[src/rtl/arbitro_balance.sv]
// Round-robin arbiter for two card terminals sharing one balance register.
// Each transaction takes three cycles (IDLE -> EXEC -> RESP) and charges an optional fee.
module arbitro_balance #(
    parameter int unsigned      ANCHO           = 32,
    parameter int unsigned      COMISION        = 500,
    parameter logic [ANCHO-1:0] BALANCE_INICIAL = 'd50000
) (
    input  logic             clk,
    input  logic             rst,
    input  logic             req0,
    input  logic             req1,
    input  logic             tipo_trans0,
    input  logic             tipo_trans1,
    input  logic [ANCHO-1:0] monto0,
    input  logic [ANCHO-1:0] monto1,
    input  logic             comision_en0,
    input  logic             comision_en1,
    output logic             gnt0,
    output logic             gnt1,
    output logic             done,
    output logic             done_id,
    output logic             fondos_insuficientes,
    output logic             desborde,
    output logic [ANCHO-1:0] balance,
    output logic             ocupado
);

    typedef enum logic [1:0] {IDLE, EXEC, RESP} state_t;

    localparam logic [ANCHO:0] FEE = (ANCHO+1)'(COMISION);

    state_t           state_q, state_d;
    logic [ANCHO-1:0] balance_q, balance_d;
    logic [ANCHO-1:0] monto_q, monto_d;
    logic             ptr_q, ptr_d;
    logic             winner_q, winner_d;
    logic             tipo_q, tipo_d;
    logic             com_q, com_d;
    logic             insuf_q, insuf_d;
    logic             desb_q, desb_d;

    logic [ANCHO:0]   fee, total, sum, bal_ext, monto_ext;

    // NOTE: sequential state uses non-blocking assignments so every flop samples pre-edge values.
    always_ff @(posedge clk) begin
        if (rst) begin
            state_q   <= IDLE;
            balance_q <= BALANCE_INICIAL;
            ptr_q     <= 1'b0;
            winner_q  <= 1'b0;
            tipo_q    <= 1'b0;
            monto_q   <= '0;
            com_q     <= 1'b0;
            insuf_q   <= 1'b0;
            desb_q    <= 1'b0;
        end else begin
            state_q   <= state_d;
            balance_q <= balance_d;
            ptr_q     <= ptr_d;
            winner_q  <= winner_d;
            tipo_q    <= tipo_d;
            monto_q   <= monto_d;
            com_q     <= com_d;
            insuf_q   <= insuf_d;
            desb_q    <= desb_d;
        end
    end

    // One extra bit exposes both the borrow of a withdrawal and the carry of a deposit.
    always_comb begin
        fee       = com_q ? FEE : '0;
        monto_ext = {1'b0, monto_q};
        bal_ext   = {1'b0, balance_q};
        total     = monto_ext + fee;
        sum       = bal_ext + (monto_ext - fee);
    end

    // NOTE: every signal gets a default before the case so no latch is inferred.
    always_comb begin
        state_d   = state_q;
        balance_d = balance_q;
        ptr_d     = ptr_q;
        winner_d  = winner_q;
        tipo_d    = tipo_q;
        monto_d   = monto_q;
        com_d     = com_q;
        insuf_d   = 1'b0;
        desb_d    = 1'b0;
        unique case (state_q)
            IDLE: begin
                if (req0 || req1) begin
                    winner_d = (req0 && req1) ? ptr_q : req1;
                    tipo_d   = winner_d ? tipo_trans1  : tipo_trans0;
                    monto_d  = winner_d ? monto1       : monto0;
                    com_d    = winner_d ? comision_en1 : comision_en0;
                    state_d  = EXEC;
                end
            end
            EXEC: begin
                state_d = RESP;
                if (tipo_q) begin
                    if (total > bal_ext) insuf_d   = 1'b1;
                    else                 balance_d = balance_q - total[ANCHO-1:0];
                end else if (monto_ext < fee) begin
                    insuf_d = 1'b1;
                end else if (sum[ANCHO]) begin
                    desb_d = 1'b1;
                end else begin
                    balance_d = sum[ANCHO-1:0];
                end
            end
            RESP: begin
                ptr_d   = ~winner_q;
                state_d = IDLE;
            end
            default: state_d = IDLE;
        endcase
    end

    always_comb begin
        ocupado              = (state_q != IDLE);
        gnt0                 = ocupado && !winner_q;
        gnt1                 = ocupado &&  winner_q;
        done                 = (state_q == RESP);
        done_id              = done && winner_q;
        fondos_insuficientes = insuf_q;
        desborde             = desb_q;
        balance              = balance_q;
    end

endmodule
[config.mk]
export PLATFORM = sky130hd
export DESIGN_NAME = arbitro_balance
export DESIGN_NICKNAME = d
export VERILOG_FILES = /design/src/rtl/arbitro_balance.sv
export SDC_FILE = /design/constraint.sdc
export NUM_CORES = 1
export LEC_CHECK = 0
export ABC_AREA = 1
export CAP_MARGIN = 30
export CELL_PAD_IN_SITES_DETAIL_PLACEMENT = 1
export CELL_PAD_IN_SITES_GLOBAL_PLACEMENT = 2
export CORE_MARGIN = 8
export CORE_UTILIZATION = 33
export CTS_CLUSTER_DIAMETER = 100
export DETAILED_ROUTE_END_ITERATION = 10
export GPL_TIMING_DRIVEN = 1
export HOLD_SLACK_MARGIN = 0.03
export PLACE_DENSITY_LB_ADDON = 0.1
export RECOVER_POWER = 100
export SYNTH_ARGS = -nofsm -noshare
export SYNTH_HDL_FRONTEND = slang
export SYNTH_SLANG_ARGS = --single-unit
[constraint.sdc]
create_clock -name clk -period 12.9 [get_ports clk]
set_clock_uncertainty 0.2 [all_clocks]
set_input_delay 2.58 -clock clk [delete_from_list [all_inputs] [get_ports clk]]
set_output_delay 2.58 -clock clk [all_outputs]
set_load 0.05 [all_outputs]
# == Word-level counts from Yosys, hierarchy flattened ==
# Cells that the tools add are included.
# W data, S select, Z words.
# classes
add_sub_neg,4
magnitude_cmp,2
eq_ne,6
n_mux,15
bitwise,2
reduce_logical,12
# ops
operator,n
$mux W32,5
$add A32 B33 Y33,1
$add A32 B9 Y33,1
$gt A33 B32 Y1,1
$sub A32 B9 Y33,1
$lt A32 B9 Y1,1
$sub A32 B32 Y32,1
$mux W9,1
$ne A2 B2 Y1 const B,4
$mux W1,7
$logic_and A1 B1 Y1,4
$pmux W2 S2,1
$reduce_and A4 Y1,1
$reduce_or A4 Y1,1
$eq A2 B1 Y1 const B,1
$eq A2 B2 Y1 const B,1
$logic_not A2 Y1,1
$mux W2,1
$not A1 Y1,2
$reduce_and A2 Y1,1
$reduce_bool A2 Y1,1
$reduce_or A2 Y1,1
$logic_not A1 Y1,1
$logic_or A1 B1 Y1,1
# totals
reg_bits,72
out_inout_bits,39
word_cells,50

# == Depth between registers and ports, before layout ==
# Gate-level depths: netlist of the first run.
# logic_depth
word_depth,6
mapped_depth,33

# == Least setup slack after synthesis of the first run ==
# OpenSTA, ideal clock, no wires.
# synth_path
path_kind,register -> register
startpoint,register com_q
endpoint,register balance_q[5] (netlist: balance[5])
setup_ps,113
arrival_ps,4036
path_slack_ps,8551
path_stages_with_launch,33
period_less_slack_ps,4349
cell_sequence,dfxtp_1 inv_1 ha_1 inv_2 nand3_1 nand2_1 nand3_1 nand2_1 nand2_1 nor4_2 nand2_1 nor2_1 inv_1 nor2_1 xor2_1 inv_1 ha_1 nand2_1 nor2_1 inv_1 nor2_1 nand2_1 nand2_1 nand2_1 nand2_1 nand2_1 nand2_1 nand3_2 nand3_4 buf_6 nand2_1 nand2_1 nor2_1
# synth_via
elab_chain_len,6
# synth_rtl
element,line_no,text
"start, declared",38,"logic com_q, com_d;"
"start signal, assigned",63,com_q <= com_d;
$mux W9 *,71,fee = com_q ? FEE : '0;
$sub A32 B9 Y33,75,sum = bal_ext + (monto_ext - fee);
$add A32 B33 Y33,75,
$mux W32,106,end else if (sum[ANCHO]) begin
$mux W32,104,end else if (monto_ext < fee) begin
$mux W32,101,if (tipo_q) begin
"end signal, assigned",58,balance_q <= balance_d;
"end, declared",33,"logic [ANCHO-1:0] balance_q, balance_d;"
# Every way passes the cells marked *; elsewhere a longest branch is shown, timed or not. The select of a mux whose other input is x is not followed.
# A chain may end at the register's enable or synchronous reset.

# == Worst setup path in the final report of the first run ==
# layout_path
startpoint,register com_q
endpoint,register balance_q[24] (netlist: balance[24])
# The elaborated chain is that of the path after synthesis.

==> impl_metrics.toml, run 1 <==
[place]
post-place-ws_ns = 6.82
place.gp.congestion = 0.903
io_buffers = 110
dp_hpwl_mm = 32.3

[grt]
grt_pass1_vias = 10700
antenna_found_initial = 0
overflow = 0
grt_pass1_wl_mm = 59.8
grt_usage = 0.226
grt_max_degree = 69

[critical_path]
crit_required_ns = 12.93
end_kind = "flop"
critPathMaxFanout = 54
cp_data_arrival_time_ns = 7.77
startpoint_type = "flop"
worstSetupPathType = "reg2reg"

[cts]
cts.hold.buffers_added = 0
cts-root-buf = "clkbuf_16"
clk_pin_slew_ns = 0.07
cts_resized = 0
cts_made_buffers = 9
insertion_delay_ns = 0.35
cts.path.max_buffers = 2
h-tree-depth = 3
numClockSinks = 72
cts_tree = "done"
cts_setup_buffers = 0

[run]
cap_violations = 2

[worst_hold_path]
min_path_type = "reg2reg"

[yosys]
syn_area_per_cell_um2 = 6.05
synth_seq_cells = 72
synth_nets = 1752
yosysTopAreaCellShare = 0.179
synth-seq-area-share = 0.155
netlist_instances = 1540
async_reset_ff_frac = 0
synth_top_area_cell = "ha_1"
synth-edff-count = 0
synth_area_leaders = "ha_1 (18%), dfxtp_1 (15%), nand2_1 (15%), inv_1 (9.9%), o21ai_0 (6.9%)"
synth_flop_cell = "dfxtp_1"
yosysUniqueCellTypes = 47
yosys_warnings = 0
syn_area_um2 = 9320

[sta]
worstMarginPinSlew_ns = 2.23
period_share = 0.600
relSlewSlack = -0.489
setup-violations-final = 0
rsz0062_at_grt = "false"
slew_viol_final = 124
fin_tns_setup_ns = 0
clock.fmax_ghz = 0.129
hold_viol = 0
fin_ws_ns = 5.16
finalCriticalPeriod_ns = 7.74

[floorplanning]
core_area_um2 = 27800
ioPinCount = 111
dieHeight_um = 184
die_x_um = 184
start_util = 0.335
rows = 61
dieArea_um2 = 33900

[status]
violations = "capacitance limit, slew limit"
status = "finished with violations"

[detailed_routing]
vias = 10300
drt_iter0_drc = 643
routed_wl_mm = 38.2
drc = 0
wire_per_inst_um = 18.9
detail-route-antenna-nets = 0
firstDrtPassIters = 5
routed_via_density = 5.12

[final_layout]
nFillCells = 3773
synthToLayoutAreaGrowth_pct = 18.3
drive_above_1_share = 0.0226
diodes = 0
nets = 1844

[power]
power_leakage_nw = 5.60
power_density_nw_per_um2 = 195
vdd_drop_max_mv = 0.0631
[per-layer routing]
| metal | part of all wire | wire length (um) | global-route usage | vias up |
|---|---|---|---|---|
| met5 | 0 | 0 | 0 | - |
| met2 | 0.41 | 15600 | 0.336 | 237 |
| met3 | 0.054 | 2060 | 0.0399 | 26 |
| met1 | 0.53 | 20100 | 0.334 | 4852 |
| li1 | - | - | - | 5201 |
| met4 | 0.012 | 445 | 0.0407 | 0 |
[registers in the layout (all words and copies together) (netlist names)]
name                  count
tipo_q                    1
fondos_insuficientes      1
monto_q                  32
balance                  32
state_q                   2
winner_q                  1
desborde                  1
ptr_q                     1
com_q                     1
[power by group]
group / leakage, nW / total (W) / internal (W) / switching (W)
clock network: 0.138 / 0.000239 / 0.000135 / 0.000105
logic: 4.87 / 0.00161 / 0.000502 / 0.00110
registers: 0.593 / 0.000301 / 0.000258 / 0.0000427
total: 5.60 / 0.00215 / 0.000894 / 0.00125
[worst max-delay path, cell delays in order, from the launching register on]
cell and delay [ns]:
dfxtp_1 0.76, inv_1 0.27, ha_1 0.39, inv_1 0.11
nand3_1 0.07, nand2_1 0.13, nand3_1 0.13, nand2_1 0.12
nand2_1 0.10, nor4_1 0.43, nand2_1 0.17, nor2_1 0.20
inv_1 0.09, nor2_1 0.17, nand3_1 0.12, nor2_1 0.11
nand2_1 0.05, nand2_1 0.14, inv_1 0.06, ha_1 0.36
nand2_1 0.14, nor4_1 0.47, nand4_1 0.16, nand3_1 0.36
nand3_1 1.63, nor2_1 0.54, nor2_1 0.09
[worst paths after layout]
check	endpoint	slack [ns]	cells past startpoint	from
setup reg to reg	balance[24]	5.16	26	com_q
hold / removal	winner_q	0.30	2	winner_q
hold reg to reg	winner_q	0.30	2	winner_q
setup / recovery	balance[24]	5.16	26	com_q
[kinds of logic (layout without fill, tap and decap cells)]
group	count (synthesis)	in the layout	share of synthesized area
DFF	72	72	0.155
xor gates and xnor gates	37	37	0.0348
buffers and inverters	286	382	0.119
and+or+nand+nor	675	675	0.304
AOI/OAI and AO/OA	330	330	0.194
adders and majority gates	140	140	0.194
[cell type report]
class                      count  area (um^2)  share of cell area
clock buffer                  10          239              0.0217
sequential                    72         1440               0.131
clock inverter                 5         32.5             0.00295
tap                          378          473              0.0429
multi-input combinational   1182         6750               0.612
inverter                     252          946              0.0858
timing repair buffer         115         1150               0.104
[placed cells by master (no fill, tap or decap), types with 21 or more instances in the layout]
master           count
nand3_1             61
nor3_1              21
clkdlybuf4s50_1     69
a31oi_1             37
dfxtp_1             72
nor2_1             167
ha_1               133
nand2_1            366
o21ai_0            129
a21oi_1            119
inv_1              247
nand4_1             27
xor2_1              33
dlygate4sd3_1       41
[cells in the mapped netlist, types with 4 or more instances]
library cell  instances
nor3_1               21
inv_1               246
o21ai_1               4
nor4_1               15
a21oi_1             119
fa_1                  7
a21o_1               13
a31oi_1              37
dfxtp_1              72
o21ai_0             128
nor2_1              167
xnor2_1               4
inv_2                 4
o21bai_1              9
nand3_1              59
ha_1                133
nand2_2               5
clkbuf_1             27
nand4_1              27
a21boi_0              6
xor2_1               33
nand2_1             366
[per-stage QoR]
stage	utilization	power [W]	instances	hold slack, ns	cell area, um^2
2_1_floorplan	-	0.00137	1540	0.253	9320
3_3_place_gp	0.387	0.00188	1997	0.279	10800
3_5_place_dp	0.389	0.00190	1999	0.296	10800
4_1_cts	0.399	0.00215	2014	0.305	11100
5_1_grt	0.397	0.00235	2014	0.335	11000
6_report	0.397	0.00215	2014	0.305	11000
Note: power is estimated with default switching activity, not from simulation.
==> inputs of run 2 (changes only) <==
--- a/config.mk
+++ b/config.mk
@@ -10,7 +10,7 @@
 export CELL_PAD_IN_SITES_DETAIL_PLACEMENT = 1
 export CELL_PAD_IN_SITES_GLOBAL_PLACEMENT = 2
 export CORE_MARGIN = 8
-export CORE_UTILIZATION = 33
+export CORE_UTILIZATION = 31
 export CTS_CLUSTER_DIAMETER = 100
 export DETAILED_ROUTE_END_ITERATION = 10
 export GPL_TIMING_DRIVEN = 1
==> constraint.sdc (replaced) <==
create_clock -name clk -period 7.6 [get_ports clk]
set_clock_uncertainty 0.2 [all_clocks]
set_input_delay 1.52 -clock clk [delete_from_list [all_inputs] [get_ports clk]]
set_output_delay 1.52 -clock clk [all_outputs]
set_load 0.05 [all_outputs]
==> run 2 against run 1 <==
Against the previous run:
- the run still ends with capacitance limit, slew limit left
- critical path depth increased by 1
- worst hold slack got worse by 0.016 ns
- register-to-register slack got worse by 3.9 ns
- combinational power increased by 69%
- design area increased by 0.40%
- critical endpoint is now balance[25]
- highest routed layer unchanged
==> impl_metrics.toml, run 2 (synthesized netlist as in run 1, its figures left out) <==
[grt]
grt_pass1_wl_mm = 60.8
grt_max_degree = 69
grt_usage = 0.216
overflow = 0
grt_pass1_vias = 10700
antenna_found_initial = 0

[power]
p_sw_w = 0.00212
p_seq_frac = 0.139
p_int_w = 0.00156
power_leakage_nw = 5.59
clockPowerShare = 0.123
totalPowerFinal_w = 0.00368
power_density_nw_per_um2 = 332
vdd_drop_max_mv = 0.114
comb_power_share = 0.738
switching_share = 0.577

[critical_path]
cp_data_arrival_time_ns = 6.39
slowest_delay_ns = 0.73
slowest_stage = "dfxtp_1"
crit_required_ns = 7.68
worstSetupPathType = "reg2reg"
end_kind = "flop"
startpoint_type = "flop"
critPathMaxFanout = 54
cpMostUsedCell = "nand2_1"

[cts]
numClockSinks = 72
cts_tree = "done"
cts.path.max_buffers = 2
h-tree-depth = 3
cts_setup_buffers = 0
cts.hold.buffers_added = 0
insertion_delay_ns = 0.35
cts_made_buffers = 9
cts-root-buf = "clkbuf_16"
clk_pin_slew_ns = 0.07
cts_resized = 0

[final_layout]
synthToLayoutAreaGrowth_pct = 18.8
nFillCells = 4033
multi_input_area_um2 = 6760
nets = 1844
final_cell_mix = "nand2_1 (366), inv_1 (246), nor2_1 (167)"
regArea_um2 = 1440
final_common_cell = "nand2_1"
diodes = 0
utilization = 0.374
fin_cells = 2027
drive_above_1_share = 0.0220

[worst_hold_path]
min_path_type = "reg2reg"

[detailed_routing]
wire_per_inst_um = 19.1
vias = 10200
routed_via_density = 5.03
routed_wl_mm = 38.7
top_layer_used = "met4"
detail-route-antenna-nets = 0
dr_wl_met3_mm = 1.83
drt_iter0_drc = 563
dr_wl_met2_mm = 15.6
firstDrtPassIters = 4
wl_met1_mm = 20.6
drc = 0

[floorplanning]
dieHeight_um = 189
ioPinCount = 111
dieArea_um2 = 35900
start_util = 0.314
die_x_um = 189
core_area_um2 = 29600
rows = 63

[sta]
fin_tns_setup_ns = 0
finalCriticalPeriod_ns = 6.31
worstMarginPinSlew_ns = 2.33
hold_viol = 0
slew_viol_final = 46
clock.fmax_ghz = 0.159
relSlewSlack = -0.555
setup-violations-final = 0
rsz0062_at_grt = "false"
period_share = 0.830
fin_ws_ns = 1.29

[place]
io_buffers = 110
dp_hpwl_mm = 32.8
place_inst = 2011
post-place-ws_ns = 1.49
place.gp.congestion = 0.901

[run]
cap_violations = 1

[status]
violations = "capacitance limit, slew limit"
status = "finished with violations"
## run 2: changes by cell type in the layout (fill, tap and decap cells not counted), sizes merged
cell	previous run	this run
buf	4	3
inv	251	250
clkbuf	11	16
clkinvlp	0	1
bufinv	0	1
clkinv	6	2
## run 2: layout make-up
| type | instances | share of cell area |
|---|---|---|
| multi-input combinational | 1182 | 0.611 |
| sequential | 72 | 0.130 |
| timing repair buffer | 115 | 0.102 |
| inverter | 252 | 0.0854 |
| tap | 390 | 0.0441 |
| clock buffer | 14 | 0.0238 |
| clock inverter | 2 | 0.00339 |
## run 2: worst max-delay path: cells and delay by family, from the launching register on
family / cells / cell delay, ns
AND/OR/NAND/NOR: 21 / 3.93
adder cells (fa/ha/maj): 2 / 0.76
buffers and inverters: 4 / 0.53
flip-flops: 1 / 0.73
## run 2: layer usage
metal | global-route usage | up-vias
li1 | - | 5208
met1 | 0.318 | 4757
met2 | 0.317 | 193
met3 | 0.0388 | 35
met4 | 0.0553 | 0
met5 | 0 | -
## run 2: power by group through the flow
stage / Clock (W) / Combinational (W) / Sequential [W]
2_1_floorplan: 0 / 0.00170 / 0.000622
5_1_grt: 0.000481 / 0.00303 / 0.000521
3_5_place_dp: 0 / 0.00270 / 0.000521
6_report: 0.000452 / 0.00272 / 0.000511
3_3_place_gp: 0 / 0.00268 / 0.000518
4_1_cts: 0.000464 / 0.00272 / 0.000513
## run 2: stage by stage
stage | hold WS [ns] | instance area, um^2
3_5_place_dp | 0.284 | 10800
2_1_floorplan | 0.253 | 9320
6_report | 0.289 | 11100
4_1_cts | 0.293 | 11100
3_3_place_gp | 0.275 | 10800
5_1_grt | 0.316 | 11100
## run 2: worst paths after layout
| path | endpoint | slack (ns) | start | cells past startpoint |
|---|---|---|---|---|
| max reg2reg | balance[25] | 1.29 | com_q | 27 |
| max | balance[25] | 1.29 | com_q | 27 |
| min reg2reg | winner_q | 0.29 | winner_q | 2 |
| min | winner_q | 0.29 | winner_q | 2 |
==> inputs of run 3 (changes only) <==
==> constraint.sdc (replaced) <==
create_clock -name clk -period 6.2 [get_ports clk]
set_clock_uncertainty 0.2 [all_clocks]
set_input_delay 1.24 -clock clk [delete_from_list [all_inputs] [get_ports clk]]
set_output_delay 1.24 -clock clk [all_outputs]
set_load 0.05 [all_outputs]
==> run 3 against run 2 <==
Against the previous run:
- the flow still finishes with violations (capacitance limit, slew limit)
- critical path depth fell by 1
- critical endpoint is now balance[11]
- sequential power rose by 22%
- design area is 0.45% higher
- first-iteration DRC count increased by 1.8%
- via count increased by 0.88%
- clock power increased by 30%
- fmax increased by 19%
- non-clock buffer count increased by 2
- sequential share of layout area is 0.059 points lower
- flip-flop and latch count is the same
- worst hold slack gained 0.0086 ns
- register-to-register slack worse by 0.40 ns
==> impl_metrics.toml, run 3 (synthesized netlist as in run 1, its figures left out) <==
[status]
status = "finished with violations"
violations = "capacitance limit, slew limit"

[final_layout]
multi_input_area_um2 = 6760
final_cell_mix = "nand2_1 (366), inv_1 (247), nor2_1 (167)"
nets = 1846
synthToLayoutAreaGrowth_pct = 19.3
regArea_um2 = 1440
nFillCells = 3975
final_common_cell = "nand2_1"
final_cell_area_um2 = 11100
diodes = 0
drive_above_1_share = 0.0238

[place]
place.gp.congestion = 0.916
dpl_cell_area_um2 = 10800
dp_hpwl_mm = 32.8
io_buffers = 110

[critical_path]
timing.critical_path.buf_inv = 4
cpMostUsedCell = "nand2_1"
cp_data_arrival_time_ns = 5.33
r2r_slack_ns = 0.90
startpoint_type = "flop"
critPathMaxFanout = 54
slowest_delay_ns = 0.51
cp_top_family = "simple AND/OR/NAND/NOR gates"
crit_required_ns = 6.23
reg2reg_from = "com_q"
slowest_stage = "nand3_4"
ff2ff_path_depth = 26
crit_start = "com_q"
worstSetupPathType = "reg2reg"
worst_r2r_endpoint = "balance[11]"
end_kind = "flop"
critPathCapture = "balance[11]"
crit_cells = 26

[sta]
clock.fmax_ghz = 0.189
relSlewSlack = -0.152
hold_viol = 0
worstMarginPinSlew_ns = 1.73
fin_tns_setup_ns = 0
rsz0062_at_grt = "false"
finalCriticalPeriod_ns = 5.30
whs_ns = 0.297
setup-violations-final = 0
period_share = 0.855
slew_viol_final = 69

[cts]
cts.path.max_buffers = 2
cts_setup_buffers = 0
clk_pin_slew_ns = 0.06
cts_resized = 0
cts_tree = "done"
h-tree-depth = 3
insertion_delay_ns = 0.35
cts.hold.buffers_added = 0
cts_made_buffers = 9
numClockSinks = 72
cts-root-buf = "clkbuf_16"

[detailed_routing]
vias = 10300
firstDrtPassIters = 5
wire_per_inst_um = 19.0
detail-route-antenna-nets = 0
drt_iter0_drc = 573
routed_wl_mm = 38.6
drc = 0
routed_via_density = 5.07

[floorplanning]
start_util = 0.314
rows = 63
dieHeight_um = 189
core_area_um2 = 29600
dieArea_um2 = 35900
ioPinCount = 111
die_x_um = 189

[grt]
antenna_found_initial = 0
grt_pass1_vias = 10700
met3_usage = 0.0394
overflow = 0
grt_max_degree = 69
grt_pass1_wl_mm = 59.9
use_met2 = 0.315
grt-busiest-layer = "met2"
grt_usage = 0.214
use_met1 = 0.311

[power]
power_leakage_nw = 5.63
totalPowerFinal_w = 0.00456
power_density_nw_per_um2 = 410
vdd_drop_max_mv = 0.133

[worst_hold_path]
min_path_type = "reg2reg"

[run]
cap_violations = 1
-- run 3: cell count changes in the layout (fill, tap and decap cells not counted), sizes merged --
| cell | before | now |
|---|---|---|
| buf | 3 | 6 |
| clkbuf | 16 | 13 |
| bufinv | 1 | 2 |
| clkinv | 2 | 3 |
| clkinvlp | 1 | 0 |
-- run 3: area by class of cell --
type	count	share of cell area
clock buffer	12	0.0231
clock inverter	3	0.00585
inverter	252	0.0850
multi-input combinational	1182	0.608
sequential	72	0.130
tap	390	0.0439
timing repair buffer	117	0.105
-- run 3: layer usage --
layer	up-vias	wire length (um)	share of wire
met5	-	0	0
met4	0	719	0.019
met3	37	1980	0.051
met2	226	15500	0.40
met1	4805	20400	0.53
li1	5215	-	-
-- run 3: worst min path at each step --
stage	slack, ns	end	cells after the start	from
floorplan	0.25	winner_q	2	winner_q
global placement	0.28	winner_q	2	winner_q
detailed placement	0.29	winner_q	2	winner_q
CTS	0.30	winner_q	2	winner_q
global route	0.31	winner_q	2	winner_q
finish	0.30	winner_q	2	winner_q
-- run 3: per-stage QoR --
stage	instances	util	setup WS (ns)
after global placement	2011	0.364	1.21
after global routing	2028	0.375	0.294
after CTS	2028	0.376	1.13
final	2028	0.375	0.898
after floorplan	1540	-	1.85
after detailed placement	2013	0.365	1.13
-- run 3: power breakdown --
part	switching, W	internal, W	leakage, nW
logic	0.00232	0.00103	4.88
registers	0.0000857	0.000537	0.593
clock network	0.000216	0.000372	0.159
-- run 3: worst reg2reg max path, delay by kind of cell (launching register included) --
kind | cells | cell delay, ns
and+or+nand+nor | 20 | 3.58
adders and majority gates | 2 | 0.72
buffers and inverters | 4 | 0.37
DFF | 1 | 0.32
